## config.mk

```make
export PLATFORM = sky130hd
export DESIGN_NAME = fetch_stage
export DESIGN_NICKNAME = d
export VERILOG_FILES = /design/src/rtl/fetch_stage.sv
export SDC_FILE = /design/constraint.sdc
export NUM_CORES = 1
export LEC_CHECK = 0
export CORE_UTILIZATION = 52
export CTS_CLUSTER_DIAMETER = 50
export DETAILED_ROUTE_END_ITERATION = 6
export PLACE_DENSITY = 0.94
export SYNTH_ARGS = -nofsm -noshare
export SYNTH_HDL_FRONTEND = slang
export SYNTH_SLANG_ARGS = --single-unit
export TNS_END_PERCENT = 20
```

## constraint.sdc

```tcl
create_clock -name clk -period 3.16 [get_ports clk]
set_input_delay 0.316 -clock clk [delete_from_list [all_inputs] [get_ports clk]]
set_output_delay 0.316 -clock clk [all_outputs]
set_load 0.02 [all_outputs]
```

## src/rtl/fetch_stage.sv

```systemverilog
// fetch_stage
// -----------
// Instruction fetch stage with a single outstanding instruction-memory read,
// a one-entry output buffer towards decode and a one-entry hold register that
// parks a response arriving while decode is stalled on a valid instruction.
//
// Ports
//   clk          single clock, rising edge
//   reset        synchronous, active-low reset
//   stall        1 = decode keeps its register this cycle
//   redirect     taken branch/jump: flush and refetch from redirect_pc
//   redirect_pc  12-bit target PC (valid when redirect=1)
//   imem_req     one-cycle read request to instruction memory
//   imem_addr    word address of the request (always shows fetch_pc)
//   imem_valid   one-cycle response strobe from instruction memory
//   imem_rdata   16-bit instruction word (valid when imem_valid=1)
//   pcF          PC of the presented instruction
//   instF        presented instruction, NOP_INST when validF=0
//   validF       pcF/instF hold a real instruction
//   dbg_state    current FSM state (0 ISSUE, 1 WAIT, 2 HOLD, 3 DRAIN)
//
// Handshake towards decode: the buffer {pcF, instF, validF} is taken by
// decode at every rising edge where stall=0. An entry with validF=1 is
// therefore "consumed" when stall=0, and an empty buffer (validF=0) can
// always be overwritten. While validF=1 and stall=1 the buffer is frozen.
// Memory side: imem_req is a single-cycle pulse, memory always accepts it,
// and exactly one imem_valid pulse answers each request, in order.

module fetch_stage #(
    parameter logic [11:0] RESET_PC = 12'h000,
    parameter logic [15:0] NOP_INST = 16'h0000
) (
    input  logic        clk,
    input  logic        reset,
    input  logic        stall,
    input  logic        redirect,
    input  logic [11:0] redirect_pc,
    output logic        imem_req,
    output logic [11:0] imem_addr,
    input  logic        imem_valid,
    input  logic [15:0] imem_rdata,
    output logic [11:0] pcF,
    output logic [15:0] instF,
    output logic        validF,
    output logic [1:0]  dbg_state
);

    typedef enum logic [1:0] {
        ST_ISSUE = 2'd0,
        ST_WAIT  = 2'd1,
        ST_HOLD  = 2'd2,
        ST_DRAIN = 2'd3
    } state_t;

    state_t      state_q, state_d;
    logic [11:0] fetch_pc_q, fetch_pc_d;
    logic [11:0] pc_q, pc_d;
    logic [15:0] inst_q, inst_d;
    logic        valid_q, valid_d;
    logic [15:0] hold_inst_q, hold_inst_d;
    logic        consume;

    always_comb begin
        state_d     = state_q;
        fetch_pc_d  = fetch_pc_q;
        pc_d        = pc_q;
        inst_d      = inst_q;
        valid_d     = valid_q;
        hold_inst_d = hold_inst_q;
        consume     = !valid_q || !stall;

        if (redirect) begin
            // Flush beats stall: the presented instruction is on the wrong
            // path. pcF is left alone; only validF/instF are cleared.
            fetch_pc_d = redirect_pc;
            valid_d    = 1'b0;
            inst_d     = NOP_INST;
            case (state_q)
                // A request is (or just was) in flight: wait for and drop
                // its response unless it is arriving right now.
                ST_ISSUE: state_d = ST_DRAIN;
                ST_WAIT:  state_d = imem_valid ? ST_ISSUE : ST_DRAIN;
                ST_HOLD:  state_d = ST_ISSUE;
                ST_DRAIN: state_d = imem_valid ? ST_ISSUE : ST_DRAIN;
                default:  state_d = ST_ISSUE;
            endcase
        end else begin
            case (state_q)
                ST_ISSUE: begin
                    state_d = ST_WAIT;
                    if (consume) begin
                        valid_d = 1'b0;
                        inst_d  = NOP_INST;
                    end
                end
                ST_WAIT: begin
                    if (imem_valid && consume) begin
                        pc_d       = fetch_pc_q;
                        inst_d     = imem_rdata;
                        valid_d    = 1'b1;
                        fetch_pc_d = fetch_pc_q + 12'd1;
                        state_d    = ST_ISSUE;
                    end else if (imem_valid) begin
                        // Buffer is full and frozen: park the word.
                        hold_inst_d = imem_rdata;
                        state_d     = ST_HOLD;
                    end else if (consume) begin
                        valid_d = 1'b0;
                        inst_d  = NOP_INST;
                    end
                end
                ST_HOLD: begin
                    // HOLD is only entered with validF=1, so stall=0 means
                    // the buffer is consumed and can take the parked word.
                    if (!stall) begin
                        pc_d       = fetch_pc_q;
                        inst_d     = hold_inst_q;
                        valid_d    = 1'b1;
                        fetch_pc_d = fetch_pc_q + 12'd1;
                        state_d    = ST_ISSUE;
                    end
                end
                ST_DRAIN: begin
                    if (imem_valid) begin
                        state_d = ST_ISSUE;
                    end
                    if (consume) begin
                        valid_d = 1'b0;
                        inst_d  = NOP_INST;
                    end
                end
                default: state_d = ST_ISSUE;
            endcase
        end
    end

    always_ff @(posedge clk) begin
        if (!reset) begin
            state_q     <= ST_ISSUE;
            fetch_pc_q  <= RESET_PC;
            pc_q        <= RESET_PC;
            inst_q      <= NOP_INST;
            valid_q     <= 1'b0;
            hold_inst_q <= 16'h0000;
        end else begin
            state_q     <= state_d;
            fetch_pc_q  <= fetch_pc_d;
            pc_q        <= pc_d;
            inst_q      <= inst_d;
            valid_q     <= valid_d;
            hold_inst_q <= hold_inst_d;
        end
    end

    // Gating with reset keeps the request low while reset is held, even
    // though the state register already sits in ISSUE.
    assign imem_req  = reset && (state_q == ST_ISSUE);
    assign imem_addr = fetch_pc_q;
    assign pcF       = pc_q;
    assign instF     = inst_q;
    assign validF    = valid_q;
    assign dbg_state = state_q;

endmodule

```

==> results.yml <==
clock_tree:
  clockBufferDepth: 2
  clockRootBuffer: "clkbuf_8"
  cts_made_buffers: 9
  worst_setup_hold_path_clk_slew_ns: 0.07
  cts.sinks: 59
  cts_setup_buffers: 0
  cts_hold_buffers: 0
  cts_tree: "built"
  clock_tree.htree_level_count: 3
  worstSkewPairLatency_ns: 0.34
  ctsResizeCount: 0
worst_setup_path:
  worst-path-buf-inv: 1
  slowest_cp_cell: "nor2b_1"
  critical_path_peak_fanout: 17
  timing.setup.critical_path_class: "flip-flop to flip-flop"
  timing.reg2reg.setup_slack_ns: 0.70
  crit_path_start_kind: "flip-flop"
  cp_cell_sequence: "inv_1, ha_1, nor2b_1, a22oi_1, o2bb2ai_1"
  crit_required_ns: 3.41
  worst_path_largest_cell_delay_ns: 1.04
  wp_data_arrival_ns: 2.71
  path_delay_family: "simple AND/OR/NAND/NOR gates"
  critPathCaptureType: "flip-flop"
synth:
  yosys-top-cells-area: "dfxtp_1 (42%), mux2i_1 (5.4%), o2bb2ai_1 (5.3%)"
  seq_area_frac_synth: 0.4237
  netlist_top_cells_count: "dfxtp_1 (59), nand2_1 (39), o21ai_0 (19), a21boi_0 (17), o2bb2ai_1 (17)"
  netlist.top_cell.by_area: "dfxtp_1"
  netlist-cell-type-count: 46
  number_of_synthesized_flops_with_an_enable_pin: 0
  synthArstFlopShare: 0
  yosys_most_used_dff: "dfxtp_1"
  yosys_warnings: 0
  post_synth_instance_area_sq_mm: 0.002788
  post_synth.cell_area_avg_sq_um: 9.323
  synthMostInstantiatedCell: "dfxtp_1"
  netlist.area_leader.share: 0.4237
  syn_nets: 339
  synth-seq-cells: 59
  postSynthCellCount: 299
die:
  floorplan.rows: 26
  die_h_um: 75.22
  dieWidth_um: 75.22
  die_area_sq_mm: 0.005658
  core_sq_mm: 0.005140
  initial_core_util: 0.5424
  io_pins: 77
finish:
  post-route-util: 0.7390
  layoutNonFillerInstCount: 444
  antenna-diode-count: 0
  syn2layout_area_growth_pct: 36.27
  final_nets: 409
  post_route_cells_drive_above_1_share: 0.07219
power:
  leakagePower_uw: 0.001278
  vdd.ir_drop.worst_mv: 0.6079
  cellPowerDensity_mw_per_mm2: 514.2
grt:
  overflow: 0
  grt_start_max_net_pins: 29
  first_pass_grt_wire_length_um: 10950
  aggregate_global_route_resource_usage: 0.2606
  grt_antenna_before_repair: 0
  first_global_vias: 2356
placement:
  place_inst: 428
  placement.io_buffers: 76
  detailedPlacementHpwl_um: 4808
  place_congestion: 0.8782
status:
  run_status: "finished, final reports clean"
timing:
  unrepaired_setup_endpoints_after_global_routing: "false"
  hold_slack_ns: 0.4662
  final.min_clock_period_ns: 2.460
  layout_worst_path_cycle_share: 0.7784
  relSlewSlack: 0.1471
  setup_total_negative_slack_ns: 0
  timing_max_transition_violations_final: 0
  skew_ns: 0.008249
  max_freq_ghz: 0.4065
  report.final.setup_viol: 0
  max_slew.worst_pin.slew_ns: 1.277
  timing.final.hold_violations: 0
min_path:
  min_path_type: "flip-flop to flip-flop"
routing:
  avgRoutedWirePerCell_um: 15.90
  drt-total-wl_um: 7058
  drt_first_iter_violations: 184
  first_pass_iters: 4
  detail-route-antenna-nets: 0
  route.vias.total: 2561
  drcViolationCount: 0
  avgViaCountPerCell: 5.768
job:
  cap_violations: 0
==> routing by layer <==
layer,vias to the layer above,routed length (um),global-route usage
met2,86,3453,0.4204
met4,0,124,0.1111
li1,1245,-,-
met5,-,0,0
met3,14,345,0.05756
met1,1216,3134,0.3378
==> flip-flops by register name, indices dropped and copies added, names as in the netlist, named ones only <==
| signal | flops |
|---|---|
| dbg_state | 2 |
| hold_inst_q | 16 |
| imem_addr | 12 |
| pcF | 12 |
| instF | 16 |
==> final timing paths <==
| path | cells after the start | start | end |
|---|---|---|---|
| max | 5 | dbg_state[0] | instF[13] |
| min | 1 | instF[5] | instF[5] |
| max reg2reg | 5 | dbg_state[0] | instF[13] |
| min reg2reg | 1 | instF[5] | instF[5] |
==> power by group <==
| group | internal [uW] | switching [uW] | total (uW) |
|---|---|---|---|
| sequential | 773 | 37.4 | 811 |
| combinational | 172 | 185 | 357 |
| clock | 486 | 299 | 786 |
| total | 1430 | 522 | 1950 |
==> cells in the final DEF, fill, tap and decap left out, drive strengths merged, types with 8 or more instances in the layout <==
master / instances
clkdlybuf4s50: 76
dfxtp: 59
nand2: 39
o21ai: 19
a21boi: 18
o2bb2ai: 17
a22oi: 16
mux2i: 15
nor2b: 14
clkbuf: 12
a31oi: 9
nand3: 8
==> cells by family (layout without fill, tap and decap cells) <==
logic type | after synthesis | count (layout) | share of synthesized area
AND/OR/NAND/NOR | 92 | 92 | 0.1822
multiplexers | 16 | 16 | 0.05790
buffers and inverters | 29 | 104 | 0.04803
adder cells (fa/ha/maj) | 7 | 7 | 0.03142
AO/OA/AOI/OAI | 96 | 96 | 0.2567
flip-flops | 59 | 59 | 0.4237
==> per-stage QoR <==
stage,total power [uW],area [sq um],worst slack (ns)
after CTS,1960,3799,0.7375
after floorplan,1041,2788,1.004
final,1953,3799,0.7002
after global routing,2027,3799,0.5179
after global placement,1172,3571,0.8659
after detailed placement,1183,3571,0.7496
==> area by class of cell <==
type	instances	area [sq um]
Multi-Input combinational cell	211	1478
Timing Repair Buffer	81	798.3
Tap cell	70	87.58
Inverter	7	26.28
Sequential cell	59	1181
Clock buffer	12	155.1
Fill cell	409	1341
Clock inverter	4	72.57
(Power assumes the default switching activity.)
==> variant: new RTL, config.mk and constraints unchanged <==
Take the reset off `hold_inst_q` and load it in a clocked block of its own.
--- a/src/rtl/fetch_stage.sv
+++ b/src/rtl/fetch_stage.sv
@@ -142,5 +142,4 @@
             inst_q      <= NOP_INST;
             valid_q     <= 1'b0;
-            hold_inst_q <= 16'h0000;
         end else begin
             state_q     <= state_d;
@@ -149,6 +148,9 @@
             inst_q      <= inst_d;
             valid_q     <= valid_d;
-            hold_inst_q <= hold_inst_d;
         end
+    end
+
+    always_ff @(posedge clk) begin
+        hold_inst_q <= hold_inst_d;
     end
 
Check against the original RTL: no difference found for any inputs over 4 cycles, from zero or initial values and one cycle with reset low; that may be too few to reach the edited logic, so the function may still have changed.
==> variant against the original RTL <==
Setup slack improved by 59 ps; total power rose by 0.43%; sequential cell count did not move; highest routed layer unchanged; synthesized area down 5.2%; via count shrank 6.9%; final area down 3.7%; wire length shrank 1.6%; critical path type unchanged; count of clock-buffer cells in the layout decreased by 2.
==> variant: results (changes against the original RTL) <==
| Metric | Value |
|---|---|
| CP Data Arrival Time | 2690 ps (-20 ps) |
| # nets final | 368 (-10%) |
| Met3 WL | 491 um (+42%) |
| Commonest cells in the netlist | 43 x dfxtp_1, 19 x nor2_1 |
| GPL Wtd Cong | 0.809 (-7.9%) |
| TritonCTS buffer count | 9 (unchanged) |
| Worst-path fanout max | 17 (unchanged) |
| Post-detail-place hpwl | 4520 um (-6.0%) |
| Crit-path leading delay family | simple AND/OR/NAND/NOR gates |
| Largest net degree at the start of global routing | 29 (unchanged) |
| Post-place setup slack | 731 ps (-18.6 ps) |
| Metal2 WL | 3490 um (+1.2%) |
| Post-DP Area | 0.00346 mm2 (-3.2%) |
| Peak supply drop | 371 uV (-39%) |
| Synthesized area per cell | 10.5 um2 (+13%) |
| Post-synthesis async set-or-reset flop share | 0 (unchanged) |
| Hold path start | instF[5] |
| Post-route ant nets | 0 (unchanged) |
| Yosys warnings | 0 (unchanged) |
| Yosys cell types | 38 (-17%) |
| DR WL/cell | 17.4 um (+9.2%) |
| Leakage | 1.26 nW (-1.5%) |
| Share of cells above drive strength 1 | 0.0871 (+0.0149) |
| Vias in the first global route | 2227 (-5.5%) |
| GRT Util Overall | 0.272 (+0.0113) |
| TritonRoute pass-1 iters | 4 (unchanged) |
| CTS resizes | 0 (unchanged) |
| Clock latency on the worst-skew pair | 350 ps |
| Iteration-0 DRC Markers | 208 (+13%) |
| DRT met1 WL | 2820 um (-10%) |
| Post-synthesis sequential area ratio | 0.507 (+0.0836) |
| Cells after DPL | 384 (-10%) |
| Critical path's largest stage delay | 1020 ps (-20 ps) |
| Post-Route Skew | 13.9 ps (+5.63 ps) |
| Wire length of the first global-routing pass | 10800 um (-1.6%) |
| Clock transition at path regs | 70 ps (about the same) |
| Rel. slew slack | 0.157 (+0.00986) |
| Crit path from | dbg_state[0] |
| Slowest library cell on the worst path | nor2b_1 |
| EDFF count, synth | 16 (+16) |
| Number of vias per cell | 5.96 (+3.3%) |
| Post-synth net total | 292 (-14%) |
| DR vias | 2384 (-6.9%) |
| Area contributors post-synth | dfxtp_1 33%, edfxtp_1 18%, mux2i_1 5.7% |
| Status | finished clean |
variant: cell type report:
| type | count | area, um2 |
|---|---|---|
| tap | 67 | 83.8 |
| fill | 342 | 1160 |
| sequential | 59 | 1340 |
| clock buffer | 10 | 138 |
| timing repair buffer | 83 | 813 |
| inverter | 8 | 30.0 |
| clock inverter | 6 | 65.1 |
| multi-input combinational | 167 | 1190 |
variant: final timing paths:
check / endpoint / slack (ps) / cells past startpoint
min: instF[5] / 500 / 2
max reg2reg: register / 760 / 6
min reg2reg: instF[5] / 500 / 2
max: register / 760 / 6
variant: power by group:
part           switching [mW]  total [mW]  internal (mW)
clock network           0.313       0.696          0.383
logic                   0.219       0.418          0.199
registers              0.0389       0.847          0.809
variant: metrics by stage:
step	utilization	hold slack, ps
final	0.760	499
after global routing	0.760	536
after CTS	0.760	503
after detailed placement	0.718	485
after global placement	0.718	472
after floorplan	-	415
variant: worst reg2reg max path, delay by kind of cell (launching register included):
family,cells,cell delay (ps)
DFF,1,380
and+or+nand+nor,1,1020
adders and majority gates,1,310
AOI/OAI and AO/OA,3,490
buffers and inverters,1,150
variant: routing by layer:
| metal | global-route usage | up-vias |
|---|---|---|
| met5 | 0 | - |
| met4 | 0.173 | 0 |
| met3 | 0.0549 | 14 |
| met2 | 0.414 | 102 |
| met1 | 0.355 | 1150 |
| li1 | - | 1118 |
variant: cell families (layout without fill, tap and decap cells):
| family | after synthesis | after routing | synth area share |
|---|---|---|---|
| flops | 59 | 59 | 0.507 |
| buf+inv | 26 | 107 | 0.0450 |
| mux | 15 | 15 | 0.0568 |
| fa+ha+maj | 7 | 7 | 0.0331 |
| xor+xnor | 1 | 1 | 0.00331 |
| compound gates | 79 | 79 | 0.226 |
| simple gates | 65 | 65 | 0.129 |
